<file path="config.mk">
export PLATFORM = sky130hd
export DESIGN_NAME = xcel_rd_arbiter
export DESIGN_NICKNAME = d
export VERILOG_FILES = /design/src/rtl/xcel_rd_arbiter.sv
export SDC_FILE = /design/constraint.sdc
export NUM_CORES = 1
export LEC_CHECK = 0
export ABC_AREA = 0
export CAP_MARGIN = 15
export CORE_MARGIN = 8
export CORE_UTILIZATION = 43
export DETAILED_ROUTE_END_ITERATION = 10
export PLACE_DENSITY = 0.86
export RECOVER_POWER = 25
export SKIP_CTS_REPAIR_TIMING = 1
export SYNTH_ARGS = -nofsm -noshare
export SYNTH_HDL_FRONTEND = slang
export SYNTH_SLANG_ARGS = --single-unit
</file>
<file path="constraint.sdc">
create_clock -name clk -period 8.4 [get_ports clk]
set_clock_uncertainty 0.05 [all_clocks]
set_input_delay 2.52 -clock clk [delete_from_list [all_inputs] [get_ports clk]]
set_output_delay 2.52 -clock clk [all_outputs]
set_load 0.05 [all_outputs]
</file>
<file path="src/rtl/xcel_rd_arbiter.sv">
// xcel_rd_arbiter: shares one 1-cycle-latency sync RAM read port between
// two byte-read requesters (0 = IFM reader, 1 = WT reader), round-robin.
//
// Ports:
//   clk, rst                 clock, synchronous active-high reset
//   reqN_addr / reqN_ready   byte address and level request of requester N
//   reqN_dout / reqN_valid   extracted lane and its 1-cycle valid pulse
//   mem_addr / mem_en        word address and read enable to the RAM
//   mem_q                    RAM read data, one cycle after mem_en
//   stall_cnt                saturating count of cycles a request waited
//
// Option: define RD_ARB_WORD_MERGE_EN to serve both requesters with a
// single RAM read when they address the same word.
module xcel_rd_arbiter #(
   parameter int AWIDTH = 10,
   parameter int DWIDTH = 8
) (
   input  logic              clk,
   input  logic              rst,
   input  logic [31:0]       req0_addr,
   input  logic              req0_ready,
   output logic [DWIDTH-1:0] req0_dout,
   output logic              req0_valid,
   input  logic [31:0]       req1_addr,
   input  logic              req1_ready,
   output logic [DWIDTH-1:0] req1_dout,
   output logic              req1_valid,
   output logic [AWIDTH-1:0] mem_addr,
   output logic              mem_en,
   input  logic [31:0]       mem_q,
   output logic [31:0]       stall_cnt
);

   logic              ptr;
   logic              v0_q, v1_q;
   logic [1:0]        off0_q, off1_q;
   logic [DWIDTH-1:0] hold0_q, hold1_q;
   logic [31:0]       stall_q;

   logic [AWIDTH-1:0] w0, w1;
   logic              e0, e1;
   logic              merge;
   logic              g0, g1;
   logic              stall;
   logic [DWIDTH-1:0] lane0, lane1;
   logic              unused_addr_hi;

   assign w0 = req0_addr[AWIDTH+1:2];
   assign w1 = req1_addr[AWIDTH+1:2];

   // High address bits are dropped on purpose: the RAM index wraps.
   assign unused_addr_hi = ^{req0_addr[31:AWIDTH+2],
                             req1_addr[31:AWIDTH+2]};

   // A requester's valid in this cycle means it was granted last cycle,
   // so masking on valid also masks the stale ready it still drives.
   assign e0 = req0_ready & ~v0_q & ~rst;
   assign e1 = req1_ready & ~v1_q & ~rst;

`ifdef RD_ARB_WORD_MERGE_EN
   assign merge = e0 & e1 & (w0 == w1);
`else
   assign merge = 1'b0;
`endif

   assign g0 = e0 & (~e1 | merge | ~ptr);
   assign g1 = e1 & (~e0 | merge |  ptr);

   assign stall = (e0 & ~g0) | (e1 & ~g1);

   assign mem_en = g0 | g1;

   always_comb begin
      mem_addr = '0;
      if (g0)
         mem_addr = w0;
      else if (g1)
         mem_addr = w1;
   end

   // Byte lane of the word returned this cycle, selected by the offset
   // captured at grant time.
   assign lane0 = DWIDTH'(mem_q >> {off0_q, 3'b000});
   assign lane1 = DWIDTH'(mem_q >> {off1_q, 3'b000});

   // RAM data only exists in the valid cycle; afterwards the captured
   // copy keeps dout stable.
   assign req0_dout  = v0_q ? lane0 : hold0_q;
   assign req1_dout  = v1_q ? lane1 : hold1_q;
   assign req0_valid = v0_q;
   assign req1_valid = v1_q;
   assign stall_cnt  = stall_q;

   always_ff @(posedge clk) begin
      if (rst) begin
         ptr     <= 1'b0;
         v0_q    <= 1'b0;
         v1_q    <= 1'b0;
         off0_q  <= 2'd0;
         off1_q  <= 2'd0;
         hold0_q <= '0;
         hold1_q <= '0;
         stall_q <= '0;
      end else begin
         v0_q <= g0;
         v1_q <= g1;
         if (g0)
            off0_q <= req0_addr[1:0];
         if (g1)
            off1_q <= req1_addr[1:0];
         if (v0_q)
            hold0_q <= lane0;
         if (v1_q)
            hold1_q <= lane1;
         // Only a real two-way conflict moves the priority.
         if (e0 & e1 & ~merge)
            ptr <= ~ptr;
         if (stall && stall_q != 32'hFFFF_FFFF)
            stall_q <= stall_q + 32'd1;
      end
   end

endmodule
</file>
==> qor.csv <==
metric;value;unit
status;completed;
first-pass iteration count of the detailed router;4;
via density per instance;5.58;
global router's overall resource usage;17.8;%
count of cell types in the netlist;51;
maximum level of the CTS H-tree;2;
clock-pin transition on the worst setup and hold timing paths;0.10;ns
Die Outline Area;10100;um^2
global-route wire length before repair;14600;um
final wirelength;8800;um
Synth Register Bits;55;
TritonCTS Buffers;5;
Die Span Y;101;um
power density cells;128;nW/um^2
switching power of the nets;0.165;mW
setup ws final;0.481;ns
Routed wire per std cell;17.2;um
setup repair after global routing missed its margin;no;
number of buffers on the longest clock path;2;
clock insertion delay at the later pin of the skew report;0.31;ns
Design Area, Final;4350;um^2
fin crit period;7.92;ns
width of the die;101;um
core footprint;7100;um^2
buffer type at the clock tree root;sky130_fd_sc_hd__clkbuf_8;
non-filler cells, final;511;
total negative slack for setup checks;0;ns
combinational cell fraction of total power;24.7;%
share of layout cells above drive strength 1;11.4;%
DP Area;4300;um^2
Critical Path AT;5.35;ns
overflow left after global routing;0;
Main synth FF type;sky130_fd_sc_hd__dfxtp_1;
post-synthesis instance area;3070;um^2
number of pins with negative max-slew slack in the final report;0;
footprint of the multi-input gates;1820;um^2
required time reported for the critical path endpoint;5.83;ns
minimum hold slack;0.452;ns
Internal Power;0.392;mW
register area;1100;um^2
vias;2849;
Setup CP Type;input port to primary output;
antenna-violating nets left;0;
initial antenna violation count;1;
vias in the first global route;3027;
placed wire-length estimate after detailed placement;6980;um
Max transition margin;38.1;%
part of the total power dissipated in sequential elements;49.3;%
total nets after synthesis;403;
most area-hungry cell type in the Yosys netlist;sky130_fd_sc_hd__dfxtp_1;
Clock power frac;26.0;%
DRC viols;0;
Nets;511;
average size of a mapped cell;10.2;um^2
path type of the worst min-delay path;flop to flop;
sequential cell area fraction in the yosys report;35.9;%
Port-buffer cells;120;
reported leakage power;1.49;nW
top area cells in the synthesized netlist;sky130_fd_sc_hd__dfxtp_1 36%, sky130_fd_sc_hd__mux4_2 12%, sky130_fd_sc_hd__mux2_2 5.9%, sky130_fd_sc_hd__nor2b_1 4.1%, sky130_fd_sc_hd__xnor2_1 3.1%;
leading cell type by number of instances after synthesis;sky130_fd_sc_hd__dfxtp_1;
effective utilization at floorplan;43.3;%
area fraction of the dominant cell type after synthesis;35.9;%
Async S/R FF share, synth;0;%
switching part of the total power;29.6;%
Core Rows;31;
violation count after the first detailed-route iteration;93;
FMAX;126;MHz
Synth-to-Final Area Change;41.8;%
TritonCTS clock tree;done;
crit share post-route;94.3;%
final RePlAce weighted congestion;0.830;
worst-path fanout max;13;
transition time of the tightest slew-check pin;0.928;ns
total power consumption of the routed design;0.557;mW
number of cells after detailed placement;502;
number of warning messages in the yosys log;0;
Filler Cells Inserted;622;
Clock Sink Count;55;
Hold Fails Final Rpt;0;
number of top-level design ports;161;
Cells after Synth;302;
peak ir drop on the vdd network;0.0668;mV
largest net degree at the start of global routing;35;
setup slack after placement;0.830;ns
number of enable flip-flop cells after synthesis;0;
Worst setup EP type;primary output;
category of the worst setup path launch point;input port;
count of endpoints failing setup in the final report;0;
Core Util, Final;61.3;%
top cells by instance count after synthesis;55 x sky130_fd_sc_hd__dfxtp_1, 20 x sky130_fd_sc_hd__nor2b_1, 19 x sky130_fd_sc_hd__a21oi_1, 19 x sky130_fd_sc_hd__nor2_1, 17 x sky130_fd_sc_hd__nand2_1;
maxcap violations;0;
[per-layer routing]
layer,vias to the layer above,share of wire [%],wire (um),track usage (%)
li1,1352,-,-,-
met1,1369,38,3360,18.4
met2,116,50,4410,31.7
met3,12,10,890,6.91
met4,0,1.5,134,6.63
met5,-,0,0,0
[critical path, stage by stage]
cell,delay [ns]
sky130_fd_sc_hd__dlygate4sd3_1,0.59
sky130_fd_sc_hd__nor3b_1,0.65
sky130_fd_sc_hd__o21a_1,0.53
sky130_fd_sc_hd__a22o_1,0.24
sky130_fd_sc_hd__clkdlybuf4s50_1,0.81
[path summary, 6_finish.rpt]
kind,startpoint,end,slack [ns],cells after the start
max,req1_ready,mem_addr[5],0.48,5
min,stall_cnt[1],stall_cnt[1],0.45,2
max reg2reg,stall_cnt[0],stall_cnt[26],5.74,6
min reg2reg,stall_cnt[1],stall_cnt[1],0.45,2
[final cells by class]
cell class,instances,area share [%]
Multi-Input combinational cell,223,41.9
Timing Repair Buffer,121,27.6
Sequential cell,55,25.3
Tap cell,99,2.84
Clock buffer,6,1.67
Inverter,4,0.345
Clock inverter,2,0.287
Antenna cell,1,0.0575
[cells by family after synthesis]
family | count (synthesis) | share of synthesized area (%)
adders and majority gates | 1 | 0.407
and+or+nand+nor | 114 | 24.0
AOI/OAI and AO/OA | 57 | 12.3
xor gates and xnor gates | 12 | 3.42
DFF | 55 | 35.9
buffers and inverters | 24 | 3.99
muxes | 39 | 20.0
[power groups by stage]
stage	registers, mW	logic [mW]	clock network (mW)
6_report	0.274	0.138	0.145
5_1_grt	0.276	0.144	0.156
4_1_cts	0.275	0.140	0.149
3_5_place_dp	0.281	0.139	0
3_3_place_gp	0.280	0.136	0
2_1_floorplan	0.277	0.0836	0
[cells in the final DEF, fill, tap and decap left out, types with 5 or more instances in the layout]
cell / count
sky130_fd_sc_hd__mux2_2: 13
sky130_fd_sc_hd__xnor2_1: 11
sky130_fd_sc_hd__nand3_1: 7
sky130_fd_sc_hd__mux2_1: 5
sky130_fd_sc_hd__nor2b_1: 20
sky130_fd_sc_hd__dlygate4sd3_1: 10
sky130_fd_sc_hd__a22o_1: 10
sky130_fd_sc_hd__nand4_1: 10
sky130_fd_sc_hd__a21oi_1: 19
sky130_fd_sc_hd__mux4_2: 16
sky130_fd_sc_hd__clkdlybuf4s50_1: 109
sky130_fd_sc_hd__o21ai_0: 9
sky130_fd_sc_hd__or3_1: 8
sky130_fd_sc_hd__dfxtp_1: 55
sky130_fd_sc_hd__mux2i_1: 5
sky130_fd_sc_hd__clkbuf_8: 5
sky130_fd_sc_hd__nor2_1: 19
sky130_fd_sc_hd__o31ai_1: 7
sky130_fd_sc_hd__nand2_1: 17
sky130_fd_sc_hd__or4_1: 6
sky130_fd_sc_hd__and4_1: 5
[registers in the layout, summed over array words and instances, names as in the netlist]
register	flops
ptr	1
off0_q	2
req1_valid	1
hold0_q	8
hold1_q	8
req0_valid	1
stall_cnt	32
off1_q	2
Note: power is estimated with default switching activity, not from simulation.
